`config.mk`:
```
export PLATFORM = sky130hd
export DESIGN_NAME = mul_seq_64
export DESIGN_NICKNAME = d
export VERILOG_FILES = /design/src/rtl/mul_seq_64.sv
export SDC_FILE = /design/constraint.sdc
export NUM_CORES = 1
export LEC_CHECK = 0
export ABC_AREA = 1
export BUFFER_PORTS_ARGS = -buffer_cell sky130_fd_sc_hd__buf_2
export CAP_MARGIN = 5
export CORE_UTILIZATION = 40
export DETAILED_ROUTE_END_ITERATION = 10
export SKIP_LAST_GASP = 1
export SYNTH_ARGS = -nofsm -noshare
export SYNTH_HDL_FRONTEND = slang
export SYNTH_HIERARCHICAL = 1
export SYNTH_SLANG_ARGS = --single-unit
export TNS_END_PERCENT = 50
```
`constraint.sdc`:
```
create_clock -name clk -period 15.3 [get_ports clk]
set_input_delay 2.295 -clock clk [delete_from_list [all_inputs] [get_ports clk]]
set_output_delay 2.295 -clock clk [all_outputs]
set_load 0.005 [all_outputs]
```
`src/rtl/mul_seq_64.sv`:
```
// Sequential RV64M multiplier (MUL/MULH/MULHSU/MULHU): shift-and-add over one shared 64-bit CLA.
// Optional build macro MUL_SEQ_STATS_EN adds a saturating completed-operation counter (stat_ops).

module CLA_64bit (
    input  logic [63:0] A,
    input  logic [63:0] B,
    input  logic        Cin,
    output logic [63:0] Sum,
    output logic        Cout,
    output logic        Overflow
);
    logic [63:0] p;
    logic [63:0] g;
    logic [63:0] c;
    logic [15:0] grp_g;
    logic [15:0] grp_p;
    logic [16:0] gc;

    assign p = A ^ B;
    assign g = A & B;

    // 4-bit lookahead groups; carries inside a group only depend on the group carry-in
    generate
        for (genvar gi = 0; gi < 16; gi++) begin : g_grp
            localparam int B0 = gi * 4;
            assign c[B0]     = gc[gi];
            assign c[B0 + 1] = g[B0] | (p[B0] & gc[gi]);
            assign c[B0 + 2] = g[B0 + 1] | (p[B0 + 1] & g[B0])
                             | (p[B0 + 1] & p[B0] & gc[gi]);
            assign c[B0 + 3] = g[B0 + 2] | (p[B0 + 2] & g[B0 + 1])
                             | (p[B0 + 2] & p[B0 + 1] & g[B0])
                             | (p[B0 + 2] & p[B0 + 1] & p[B0] & gc[gi]);
            assign grp_g[gi] = g[B0 + 3] | (p[B0 + 3] & g[B0 + 2])
                             | (p[B0 + 3] & p[B0 + 2] & g[B0 + 1])
                             | (p[B0 + 3] & p[B0 + 2] & p[B0 + 1] & g[B0]);
            assign grp_p[gi] = &p[B0 + 3:B0];
        end
    endgenerate

    always_comb begin
        gc[0] = Cin;
        for (int i = 0; i < 16; i++) begin
            gc[i + 1] = grp_g[i] | (grp_p[i] & gc[i]);
        end
    end

    assign Sum      = p ^ c;
    assign Cout     = gc[16];
    assign Overflow = c[63] ^ gc[16];
endmodule

module mul_seq_64 (
    input  logic        clk,
    input  logic        rst,
    input  logic        start,
    input  logic [1:0]  op,
    input  logic [63:0] a,
    input  logic [63:0] b,
    input  logic        flush,
    output logic        ready,
    output logic        done,
`ifdef MUL_SEQ_STATS_EN
    output logic [31:0] stat_ops,
`endif
    output logic [63:0] result
);
    localparam logic [2:0] ST_IDLE   = 3'd0;
    localparam logic [2:0] ST_NEG_A  = 3'd1;
    localparam logic [2:0] ST_NEG_B  = 3'd2;
    localparam logic [2:0] ST_MUL    = 3'd3;
    localparam logic [2:0] ST_FIX_LO = 3'd4;
    localparam logic [2:0] ST_FIX_HI = 3'd5;
    localparam logic [2:0] ST_DONE   = 3'd6;

    localparam logic [1:0] OP_MUL    = 2'b00;
    localparam logic [1:0] OP_MULH   = 2'b01;

    logic [2:0]  state_q, state_d;
    logic [5:0]  cnt_q, cnt_d;
    logic [1:0]  op_q, op_d;
    logic [63:0] m_q, m_d;
    logic [63:0] hi_q, hi_d;
    logic [63:0] lo_q, lo_d;
    logic        sign_a_q, sign_a_d;
    logic        sign_b_q, sign_b_d;
    logic        neg_res_q, neg_res_d;
    logic        carry_q, carry_d;
    logic [63:0] result_q, result_d;

    logic [63:0] add_a;
    logic [63:0] add_b;
    logic        add_cin;
    logic [63:0] add_sum;
    logic        add_cout;
    logic        adder_ovf_unused;

    CLA_64bit u_cla (
        .A        (add_a),
        .B        (add_b),
        .Cin      (add_cin),
        .Sum      (add_sum),
        .Cout     (add_cout),
        .Overflow (adder_ovf_unused)
    );

    assign ready  = (state_q == ST_IDLE) || (state_q == ST_DONE);
    assign done   = (state_q == ST_DONE);
    assign result = result_q;

    // Adder operand steering; negation passes run every time even when the result is discarded
    always_comb begin
        add_a   = '0;
        add_b   = '0;
        add_cin = 1'b0;
        case (state_q)
            ST_NEG_A:  begin add_a = ~m_q;  add_cin = 1'b1;    end
            ST_NEG_B:  begin add_a = ~lo_q; add_cin = 1'b1;    end
            ST_MUL:    begin add_a = hi_q;  add_b   = m_q;     end
            ST_FIX_LO: begin add_a = ~lo_q; add_cin = 1'b1;    end
            ST_FIX_HI: begin add_a = ~hi_q; add_cin = carry_q; end
            default:   ;
        endcase
    end

    always_comb begin
        state_d   = state_q;
        cnt_d     = cnt_q;
        op_d      = op_q;
        m_d       = m_q;
        hi_d      = hi_q;
        lo_d      = lo_q;
        sign_a_d  = sign_a_q;
        sign_b_d  = sign_b_q;
        neg_res_d = neg_res_q;
        carry_d   = carry_q;
        result_d  = result_q;
        if (flush) begin
            state_d = ST_IDLE;
            cnt_d   = '0;
        end else begin
            case (state_q)
                ST_IDLE, ST_DONE: begin
                    if (start) begin
                        state_d   = ST_NEG_A;
                        cnt_d     = '0;
                        op_d      = op;
                        m_d       = a;
                        lo_d      = b;
                        hi_d      = '0;
                        sign_a_d  = a[63] & (op[0] ^ op[1]);
                        sign_b_d  = b[63] & (op == OP_MULH);
                        neg_res_d = (a[63] & (op[0] ^ op[1])) ^ (b[63] & (op == OP_MULH));
                    end else if (state_q == ST_DONE) begin
                        state_d = ST_IDLE;
                    end
                end
                ST_NEG_A: begin
                    if (sign_a_q) m_d = add_sum;
                    state_d = ST_NEG_B;
                end
                ST_NEG_B: begin
                    if (sign_b_q) lo_d = add_sum;
                    state_d = ST_MUL;
                end
                ST_MUL: begin
                    if (lo_q[0]) begin
                        hi_d = {add_cout, add_sum[63:1]};
                        lo_d = {add_sum[0], lo_q[63:1]};
                    end else begin
                        hi_d = {1'b0, hi_q[63:1]};
                        lo_d = {hi_q[0], lo_q[63:1]};
                    end
                    cnt_d = cnt_q + 6'd1;
                    if (cnt_q == 6'd63) state_d = ST_FIX_LO;
                end
                ST_FIX_LO: begin
                    if (neg_res_q) lo_d = add_sum;
                    carry_d = add_cout;
                    state_d = ST_FIX_HI;
                end
                ST_FIX_HI: begin
                    if (neg_res_q) hi_d = add_sum;
                    result_d = (op_q == OP_MUL) ? lo_q : (neg_res_q ? add_sum : hi_q);
                    state_d  = ST_DONE;
                end
                default: state_d = ST_IDLE;
            endcase
        end
    end

    always_ff @(posedge clk) begin
        if (rst) begin
            state_q   <= ST_IDLE;
            cnt_q     <= '0;
            op_q      <= '0;
            m_q       <= '0;
            hi_q      <= '0;
            lo_q      <= '0;
            sign_a_q  <= 1'b0;
            sign_b_q  <= 1'b0;
            neg_res_q <= 1'b0;
            carry_q   <= 1'b0;
            result_q  <= '0;
        end else begin
            state_q   <= state_d;
            cnt_q     <= cnt_d;
            op_q      <= op_d;
            m_q       <= m_d;
            hi_q      <= hi_d;
            lo_q      <= lo_d;
            sign_a_q  <= sign_a_d;
            sign_b_q  <= sign_b_d;
            neg_res_q <= neg_res_d;
            carry_q   <= carry_d;
            result_q  <= result_d;
        end
    end

`ifdef MUL_SEQ_STATS_EN
    logic [31:0] stat_q, stat_d;

    // A flush only aborts work before DONE, so counting DONE cycles excludes flushed ops
    always_comb begin
        stat_d = stat_q;
        if ((state_q == ST_DONE) && (stat_q != 32'hFFFF_FFFF)) stat_d = stat_q + 32'd1;
    end

    always_ff @(posedge clk) begin
        if (rst) stat_q <= '0;
        else     stat_q <= stat_d;
    end

    assign stat_ops = stat_q;
`endif
endmodule

```
==> key figures <==
Place
  – Area post-placement: 20,550 sq um
  – Pre-CTS worst setup slack: 8.666 ns
  – DP HPWL: 38,970 microns
  – Port Buf Inserts: 199
  – Gpl congestion: 0.8768

Synth
  – Synth Instances: 3,237
  – Mean Syn Cell Area: 6.043 sq um
  – Yosys warns: 6
  – Cell area after synthesis: 19,560 sq um
  – Synthesized net count: 3,454

Critical path
  – Crit path max fanout: 59
  – Reg2Reg Depth: 50
  – FF-to-FF Start: state_q[0]
  – Critical path data arrival time: 7.21 ns
  – Reg2reg end: hi_q[61]
  – R2R Setup Slk: 8.57 ns
  – Startpoint types: flop
  – WS Path Type: flop to flop
  – WP data required: 15.78 ns
  – Slowest CP cell: buf_4
  – Setup crit end kind: flop
  – Crit path top cell by count: nand2_4
  – Crit-path max cell delay: 0.65 ns

Power and ir drop
  – Combinational fraction of design power: 19.3%
  – Cell area power density: 90.17 nW/um^2
  – P_int: 1.337 mW
  – Max IR drop VDD: 0.05253 mV
  – Switching share of total power: 31.41%
  – Pleak: 10.51 nW
  – Clock share of power: 40.8%
  – Switch Pwr: 0.6123 mW
  – Seq pwr share: 40.0%

Layout
  – Layout overhead on the synthesized area: 10.51%
  – Fillers: 5,146
  – Layout cell share with drive strength beyond 1: 10.05%
  – Ant. Diodes: 0
  – Fin area: 21,620 sq um
  – Nets@finish: 3,501

Clock network
  – Root Driver: clkbuf_16
  – Worst-path clk slew: 0.05 ns
  – Num CTS Buffers: 35
  – Clk buf depth: 3
  – Postcts setup bufs: 0
  – Hold buffer count at cts: 0
  – CTS tree: done
  – Worst-Skew Late Latency: 0.55 ns
  – Cts repair resizes: 0
  – H-tree depth: 2
  – TritonCTS Sinks: 271

STA
  – Fmax: 148.7 MHz
  – Hold Vio Cnt, Final: 0
  – Hold WS: 0.4781 ns
  – Worst Skew: 0.01474 ns
  – Period minus WS final: 6.727 ns
  – Fin Setup TNS: 0 ns
  – Tcrit/Tclk final: 43.97%
  – Final Max Slew Viols: 0
  – Unrepaired setup endpoints after global routing: no
  – Final setup fails: 0
  – Worst Tran Pin Value: 1.112 ns
  – Post-route setup slack: 8.573 ns
  – Slew margin rel.: 25.85%

Global routing
  – Total track usage: 25.30%
  – Antenna violations before repair: 0
  – Largest net degree at the start of global routing: 159
  – GRT overflow: 0
  – Global-route wire length before repair: 102,400 microns
  – Vias in the first global route: 19,890

Floorplan
  – Die Width: 223.1 microns
  – Die area: 49,790 sq um
  – Number of I/O pins: 200
  – Std-Cell Rows: 80
  – Starting Density: 40.80%
  – Die Y-Extent: 223.1 microns
  – Core Region: 47,950 sq um

Drt
  – Drt total wl: 63,300 microns
  – Vias per inst: 5.275
  – Vias: 20,670
  – DR WL/cell: 16.16 microns
  – DRT Pass-1 Iters: 5
  – DRC viols: 0
  – DRT antenna net count: 0
  – DR iter-0 viols: 1,402

Flow run
  – Max-cap violations: 0

Worst hold path
  – Hold_sp: cnt_q[5]
  – Hold Path Class: flop to flop
  – WHS Endpoint: cnt_q[5]
  – WHS Path Cells: 2

Status
  – Status: finished, final reports clean
cell type report:
class,count,area (sq um),share of cell area [%]
clock buffers,51,1008,4.665
clock inverters,5,55.05,0.2547
inverters,298,1126,5.209
multi-input cells,2458,12060,55.79
flip-flops and latches,271,5433,25.13
well taps,615,769.5,3.559
repair buffers,220,1166,5.394
per-stage QoR:
| stage | cells | power, mW | utilization (%) |
|---|---|---|---|
| floorplan | 3237 | 1.064 | - |
| global placement | 3862 | 1.158 | 42.87 |
| detailed placement | 3862 | 1.166 | 42.87 |
| CTS | 3918 | 1.969 | 45.09 |
| global route | 3918 | 2.059 | 45.09 |
| finish | 3918 | 1.949 | 45.09 |
power groups by stage:
stage	Combinational, mW	Clock [mW]	Sequential (mW)
2_1_floorplan	0.281	0	0.783
3_3_place_gp	0.367	0	0.792
3_5_place_dp	0.373	0	0.793
4_1_cts	0.374	0.816	0.779
5_1_grt	0.428	0.847	0.784
6_report	0.376	0.795	0.779
metal layers:
layer,share of wire (%),global-route usage (%),vias up
met1,44,32.08,9433
met2,46,42.18,678
met3,6.8,4.675,128
met4,3.4,10.26,0
met5,0,0,-
li1,-,-,10430
state kept, by name (all words and copies together) (netlist names):
signal	count
hi_q	64
op_q	2
neg_res_q	1
sign_a_q	1
state_q	3
carry_q	1
m_q	64
cnt_q	6
result	64
lo_q	64
sign_b_q	1
cells in the final DEF, fill, tap and decap left out, types with 3 or more instances in the layout:
master,n
o221ai_1,64
nand2_2,15
xor2_1,32
nand3_2,3
ha_1,67
nand2_4,23
buf_2,199
nand3_4,4
clkbuf_8,3
nand3_1,98
a21oi_1,183
clkbuf_1,11
fa_1,16
dfxtp_1,269
inv_1,289
inv_2,7
nand2_1,962
a31oi_1,64
xnor2_1,15
nand4_1,3
buf_4,20
o21ai_0,202
a22oi_1,64
o21bai_1,10
nor2_1,613
clkbuf_16,37
nor2_4,6
worst max path at each step:
stage | start | end | slack, ns | cells past startpoint
finish | state_q[0] | hi_q[61] | 8.57 | 50
global route | state_q[0] | hi_q[61] | 8.12 | 50
CTS | state_q[0] | hi_q[61] | 8.64 | 50
detailed placement | state_q[2] | hi_q[61] | 8.67 | 49
global placement | state_q[2] | hi_q[61] | 8.79 | 49
floorplan | state_q[2] | hi_q[61] | 10.39 | 48
worst max-delay path: cells and delay by family (launching register included):
| kind | cells | cell delay [ns] |
|---|---|---|
| and+or+nand+nor | 41 | 3.56 |
| buffers and inverters | 3 | 1.33 |
| adders and majority gates | 2 | 0.70 |
| DFF | 1 | 0.46 |
| AOI/OAI and AO/OA | 3 | 0.32 |
| xor gates and xnor gates | 1 | 0.25 |
(Power assumes the default switching activity.)
